===== config.mk =====
export PLATFORM = sky130hd
export DESIGN_NAME = clock_set_ctrl
export DESIGN_NICKNAME = d
export VERILOG_FILES = /design/src/rtl/clock_set_ctrl.sv
export SDC_FILE = /design/constraint.sdc
export NUM_CORES = 1
export LEC_CHECK = 0
export CORE_AREA = 5 5 79 81
export CTS_CLUSTER_DIAMETER = 50
export DETAILED_ROUTE_END_ITERATION = 10
export DIE_AREA = 0 0 84 86
export GPL_ROUTABILITY_DRIVEN = 1
export GPL_TIMING_DRIVEN = 0
export PLACE_DENSITY_LB_ADDON = 0.25
export SYNTH_ARGS = -nofsm -noshare
export SYNTH_HDL_FRONTEND = slang
export SYNTH_SLANG_ARGS = --single-unit

===== constraint.sdc =====
create_clock -name clk -period 4.84 [get_ports clk]
set_input_delay 1.452 -clock clk [delete_from_list [all_inputs] [get_ports clk]]
set_output_delay 1.452 -clock clk [all_outputs]
set_load 0.1 [all_outputs]

===== src/rtl/clock_set_ctrl.sv =====
// Time-setting controller for a 24-hour clock: mode/inc buttons edit hour and minute,
// with auto-repeat, blink, idle timeout and a one-cycle load strobe back to the counter.
`timescale 1ns/1ps
module clock_set_ctrl (
  input  logic       clk,
  input  logic       reset_n,
  input  logic       tick,
  input  logic       rep_tick,
  input  logic       mode_btn,
  input  logic       inc_btn,
  input  logic [4:0] cur_hour,
  input  logic [5:0] cur_min,
  output logic       run_tick,
  output logic       load,
  output logic [4:0] load_hour,
  output logic [5:0] load_min,
  output logic [4:0] disp_hour,
  output logic [5:0] disp_min,
  output logic [1:0] state,
  output logic       blink
);

  typedef enum logic [1:0] {
    StRun     = 2'd0,
    StSetHour = 2'd1,
    StSetMin  = 2'd2,
    StBad     = 2'd3
  } state_e;

  state_e     r_state;
  logic       r_mode_prev;
  logic       r_inc_prev;
  logic       r_load;
  logic       r_blink;
  logic [4:0] r_edit_hour;
  logic [5:0] r_edit_min;
  logic [1:0] r_hold;
  logic [4:0] r_idle;

  logic w_mode_edge;
  logic w_inc_edge;
  logic w_in_set;
  logic w_rep_fire;
  logic w_bump;
  logic w_timeout;

  assign w_mode_edge = mode_btn & ~r_mode_prev;
  assign w_inc_edge  = inc_btn & ~r_inc_prev;
  assign w_in_set    = (r_state == StSetHour) || (r_state == StSetMin);
  // Repeat fires only once the hold counter has absorbed the first two strobes.
  assign w_rep_fire  = inc_btn & rep_tick & (r_hold == 2'd2);
  assign w_bump      = w_inc_edge | w_rep_fire;
  assign w_timeout   = (r_idle == 5'd30);

  always_ff @(posedge clk or negedge reset_n) begin
    if (!reset_n) begin
      r_state     <= StRun;
      r_mode_prev <= 1'b1;
      r_inc_prev  <= 1'b1;
      r_load      <= 1'b0;
      r_blink     <= 1'b0;
      r_edit_hour <= 5'd0;
      r_edit_min  <= 6'd0;
      r_hold      <= 2'd0;
      r_idle      <= 5'd0;
    end else begin
      r_mode_prev <= mode_btn;
      r_inc_prev  <= inc_btn;
      r_load      <= 1'b0;

      if (!inc_btn || !w_in_set) begin
        r_hold <= 2'd0;
      end else if (rep_tick && (r_hold != 2'd2)) begin
        r_hold <= r_hold + 2'd1;
      end

      case (r_state)
        StRun: begin
          r_idle  <= 5'd0;
          r_blink <= 1'b0;
          if (w_mode_edge) begin
            r_state     <= StSetHour;
            r_edit_hour <= cur_hour;
            r_edit_min  <= cur_min;
            r_blink     <= 1'b1;
          end
        end
        StSetHour, StSetMin: begin
          if (w_mode_edge) begin
            r_idle <= 5'd0;
            if (r_state == StSetHour) begin
              r_state <= StSetMin;
              r_blink <= 1'b1;
            end else begin
              r_state <= StRun;
              r_blink <= 1'b0;
              r_load  <= 1'b1;
            end
          end else if (w_timeout) begin
            // Abandon the edit silently; the counter keeps its own time.
            r_state <= StRun;
            r_blink <= 1'b0;
            r_idle  <= 5'd0;
          end else begin
            if (rep_tick) begin
              r_blink <= ~r_blink;
            end
            if (w_bump) begin
              r_idle <= 5'd0;
              if (r_state == StSetHour) begin
                r_edit_hour <= (r_edit_hour == 5'd23) ? 5'd0 : r_edit_hour + 5'd1;
              end else begin
                r_edit_min <= (r_edit_min == 6'd59) ? 6'd0 : r_edit_min + 6'd1;
              end
            end else if (tick) begin
              r_idle <= r_idle + 5'd1;
            end
          end
        end
        default: begin
          r_state <= StRun;
          r_blink <= 1'b0;
          r_idle  <= 5'd0;
        end
      endcase
    end
  end

  assign state     = r_state;
  assign load      = r_load;
  assign load_hour = r_edit_hour;
  assign load_min  = r_edit_min;
  assign blink     = r_blink;
  assign run_tick  = tick & (r_state == StRun) & ~r_load;
  assign disp_hour = (r_state == StRun) ? cur_hour : r_edit_hour;
  assign disp_min  = (r_state == StRun) ? cur_min : r_edit_min;

endmodule


-- After elaboration in Yosys (flattened, before gate mapping)
Index checks and enable logic that the tools add are counted.
- add/subtract/negate cells: 4
- multiply operators: 0
- divide/modulo/power cells: 0
- magnitude comparators: 0
- equality and inequality tests: 16
- shift operators: 0
- muxes and demuxes: 37
- bitwise logic cells: 11
- reduce and logical (&&, ||, !) cells: 12
- operators with widths (operator ; count):
    2-to-1 mux 5 bit ; 12
    2-to-1 mux 6 bit ; 7
    inequality test 2 bit (second input constant) ; 7
    2-to-1 mux 2 bit ; 6
    one-hot mux 6 bit (2 select lines) ; 1
    AND reduction 6 bit ; 2
    adder 5 x 1 -> 5 bit (second input constant) ; 2
    equality test 5 bit (second input constant) ; 2
    one-hot mux 5 bit (2 select lines) ; 1
    2-to-1 mux 1 bit ; 8
    adder 6 x 1 -> 6 bit (second input constant) ; 1
    AND 1 bit ; 6
    equality test 6 bit (second input constant) ; 1
    inequality test 5 bit (second input constant) ; 1
    equality test 2 bit (second input constant) ; 2
    inequality test 4 bit (second input constant) ; 1
    NOT 1 bit ; 4
    one-hot mux 2 bit (2 select lines) ; 1
    nonzero test 2 bit ; 2
    inequality test 3 bit (second input constant) ; 1
    adder 2 x 1 -> 2 bit (second input constant) ; 1
    equality test 2 x 1 -> 1 bit (second input constant) ; 1
    zero test 1 bit ; 2
    zero test 2 bit ; 1
    6 further kinds ; 7
- register bits: 24
- latch bits: 0
- bits in writable memories: 0
- memory bits (read-only): 0
- output and inout port bits: 27
- memories: 0

-- Longest topological paths before layout
- depth in word-level cells: 7
- gate-level depth with buffers: 9
- gate-level depth less buffers: 7

-- Least setup slack after synthesis
No wires, ideal clock.
- kind: flip-flop to output port
- start: register r_state[1] (netlist: state[1])
- end: output port disp_hour[3]
- data arrival time: 3.846 ns
- data required time: 3.388 ns
- path slack: -0.458 ns
- cell stages (with the launch flop): 6
- path through: dfrtp_1 inv_1 ha_1 buf_2 clkbuf_1 o21ai_0
- cells in the longest elaborated chain, start to end: 2
- ends and longest elaborated chain (what ; RTL line ; text):
    from (decl) ; 30 ; state_e r_state;
    from (signal assigned) ; 57 ; r_state <= StRun;
    from (signal assigned) ; 82 ; r_state <= StSetHour;
    from (signal assigned) ; 92 ; r_state <= StSetMin;
    zero test 2 bit ; 135 ; assign disp_hour = (r_state == StRun) ? cur_hour : r_edit_hour;
    2-to-1 mux 5 bit ; 135 ;
    to (decl) ; 17 ; output logic [4:0] disp_hour,
No other way between the ends.

-- Worst setup path in the final report
- start: input port cur_hour[4]
- end: output port disp_hour[4]
- cells in the longest elaborated chain, start to end: 1
- ends and longest elaborated chain (what ; RTL line ; text):
    from (decl) ; 11 ; input logic [4:0] cur_hour,
    2-to-1 mux 5 bit ; 135 ;
No other way between the ends.

==> summary.md <==
| Metric | Value |
|---|---|
| Status | finished, final reports clean |
| Final Hold Viols | 0 |
| DP HPWL | 2800 um |
| Row cnt | 27 |
| Post-route ant nets | 0 |
| Count of cell types in the netlist | 39 |
| Final slew viol count | 0 |
| Nets | 230 |
| Clock Root Buffer | clkbuf_8 |
| Worst-skew pair later-pin latency | 0.27 ns |
| Post-route setup TNS | 0 ns |
| Initial antenna violation count | 0 |
| Synth Register Bits | 24 |
| First-pass GRT wire length | 6490 um |
| Maximum clock rate | 0.213 GHz |
| Via-per-instance ratio | 4.66 |
| Post-Route WL | 3810 um |
| Worst hold path class | flip-flop to flip-flop |
| RSZ-0062 raised after global routing | false |
| Clock Tree Buf Depth | 2 |
| DRT Pass-1 Iters | 4 |
| Post-synth top area cell | dfrtp_1 |
| Worst-path maximum fanout | 2 |
| DRC | 0 |
| Initial DRC count | 52 |
| Max cap viols | 0 |
| Critical path launch point type | primary input |
| Hold-fix buffers, CTS | 0 |
| Yosys Warn Count | 0 |
| Critical path arrival | 3.24 ns |
| # clock sinks | 24 |
| Io pins | 44 |
| EDFF count, synth | 0 |
| Routability cong. | 0.757 |
| Synth top area cells | dfrtp_1 37%, mux2_2 7.5%, ha_1 6.7%, nor2_1 4.7%, a21oi_1 4.0% |
| Seq/Total Area, Yosys | 0.401 |
| Worst Setup End Kind | output port |
| Total grt overflow | 0 |
| Synth top area share | 0.366 |
| Final Cycle Share | 0.969 |
| CP Class | primary input to output port |
| Slew at the pin closest to its max-slew limit | 1.09 ns |
| Port Buffers | 42 |
| Tmin final | 4.69 ns |
| Synthesized area | 1510 um^2 |
| Max stage delay on crit path | 1.16 ns |
| Endpoints failing setup | 0 |
| TritonCTS Buffers | 3 |
| Routed len/inst | 13.8 um |
| H-tree depth | 1 |
| CP Cell Sequence | clkdlybuf4s50_1 -> nand2_1 -> o21ai_0 -> clkdlybuf4s50_1 |
| Via count | 1287 |
| Die Span Y | 86 um |
| Largest net degree at the start of global routing | 25 |
| Synthesized Nets | 183 |
| Area of the die | 7220 um^2 |
| ANT cells | 0 |
| CTS resizes | 0 |
| CP top delay family | buffers and inverters |
| CP max stage cell | clkdlybuf4s50_1 |
| Initial Utilization | 0.278 |
| Post-CTS setup buffer count | 0 |
| Tot GR Track Use | 0.110 |
| Synth Flop Type | dfrtp_1 |
| CTS tree | done |
| Vias in the first global route | 1297 |
| Synth Instances | 158 |
| Area growth, synth to finish | 38.7% |
| Clock transition at the registers of the reported paths | 0.09 ns |
| Slew HR | 0.271 |
| Average cell area after synthesis | 9.53 um^2 |
| Die width | 84 um |
| Core Region | 5410 um^2 |
| Worst Path Buf+Inv | 2 |
| Skew final | 0.00424 ns |
| Critical Path RT | 3.39 ns |
| FFs w/ async S/R, synth | 1.00 |
| Crit-path most repeated cell | clkdlybuf4s50_1 |
| Share of post-route cells with drive strength above 1 | 0.132 |
| Fill cell count | 569 |
[layer usage]
layer | track usage | vias to the layer above | wire (um)
met1 | 0.148 | 602 | 1870
met4 | 0.0351 | 0 | 52
met5 | 0 | - | 0
met3 | 0.0211 | 4 | 162
li1 | - | 652 | -
met2 | 0.177 | 29 | 1720
[Yosys cell counts, types with 2 or more instances]
library cell  count
ha_1              8
o22ai_1           2
xnor2_1           2
xor2_1            3
nand3_1           2
and3_1            4
nand4_1           4
a22o_1            3
nor3_1            2
mux2i_1           3
a22o_2            3
mux2_2           10
o21ai_0           9
clkbuf_1          4
nand2b_1          2
dfstp_2           2
a21oi_1          12
inv_1            11
dfrtp_1          22
buf_6             2
nor2_1           19
nand2_1          10
a31oi_1           3
[registers in the layout (all words and copies together), names as in the netlist, 2 cells and up]
| register | flops |
|---|---|
| load_hour | 5 |
| load_min | 6 |
| r_hold | 2 |
| state | 2 |
| r_idle | 5 |
[worst paths after layout]
path / startpoint / to / slack (ns) / cells after the start
worst max-delay path: cur_hour[4] / disp_hour[4] / 0.15 / 4
worst max register to register: state[0] / load_hour[0] / 2.84 / 7
max in group asynchronous: reset_n / load_min[4] / 2.42 / 1
worst min-delay path: r_hold[1] / r_hold[1] / 0.52 / 2
min in group asynchronous: reset_n / load_hour[0] / 1.76 / 1
worst min register to register: r_hold[1] / r_hold[1] / 0.52 / 2
[cell usage in the layout (no fill, tap or decap), drive strengths merged, types with 2 or more instances in the layout]
cell type      instances
clkdlybuf4s50         42
buf                    4
nand2b                 2
xnor2                  2
and3                   5
nand4                  4
o22ai                  2
o21ai                  9
a22o                   6
nand3                  2
mux2                  10
clkbuf                 7
xor2                   3
a31oi                  4
nor2                  19
nor3                   3
dfrtp                 22
mux2i                  3
a21oi                 12
dfstp                  2
ha                     8
inv                   11
nand2                 10
[logic make-up (layout without fill, tap and decap cells)]
kind of cell / Yosys count / after routing / share of synthesized area
buffers and inverters: 19 / 65 / 0.0607
muxes: 13 / 13 / 0.0948
DFF: 24 / 24 / 0.401
adders and majority gates: 8 / 8 / 0.0665
xor gates and xnor gates: 5 / 5 / 0.0291
and+or+nand+nor: 48 / 48 / 0.156
AOI/OAI and AO/OA: 41 / 41 / 0.192
[stage by stage]
stage	worst slack [ns]	hold slack [ns]	cell area [um^2]	util	cells
final	0.148	0.524	2090	0.386	276
after global routing	0.0701	0.564	2090	0.386	276
after CTS	0.131	0.532	2090	0.386	276
after detailed placement	0.144	0.510	2020	0.373	272
after global placement	0.134	0.499	2020	0.373	272
after floorplan	-0.458	0.484	1510	-	158
[final cells by class]
cell class / instances / area, um^2 / area share
sequential: 24 / 603 / 0.289
multi-input combinational: 115 / 811 / 0.388
clock buffer: 3 / 41.3 / 0.0198
buffer: 8 / 50.0 / 0.0240
timing repair buffer: 42 / 420 / 0.201
inverter: 11 / 41.3 / 0.0198
tap: 72 / 90.1 / 0.0432
clock inverter: 1 / 30.0 / 0.0144
[worst reg2reg max path: cells and delay by family (launching register included)]
kind / cells / cell delay [ns]
DFF: 1 / 0.41
muxes: 1 / 0.37
buffers and inverters: 3 / 0.32
adders and majority gates: 1 / 0.28
AOI/OAI and AO/OA: 1 / 0.28
and+or+nand+nor: 1 / 0.24
Power is left out: the tool's default activity adds up to more than one toggle a clock period on the data nets, which glitch-free logic cannot reach.
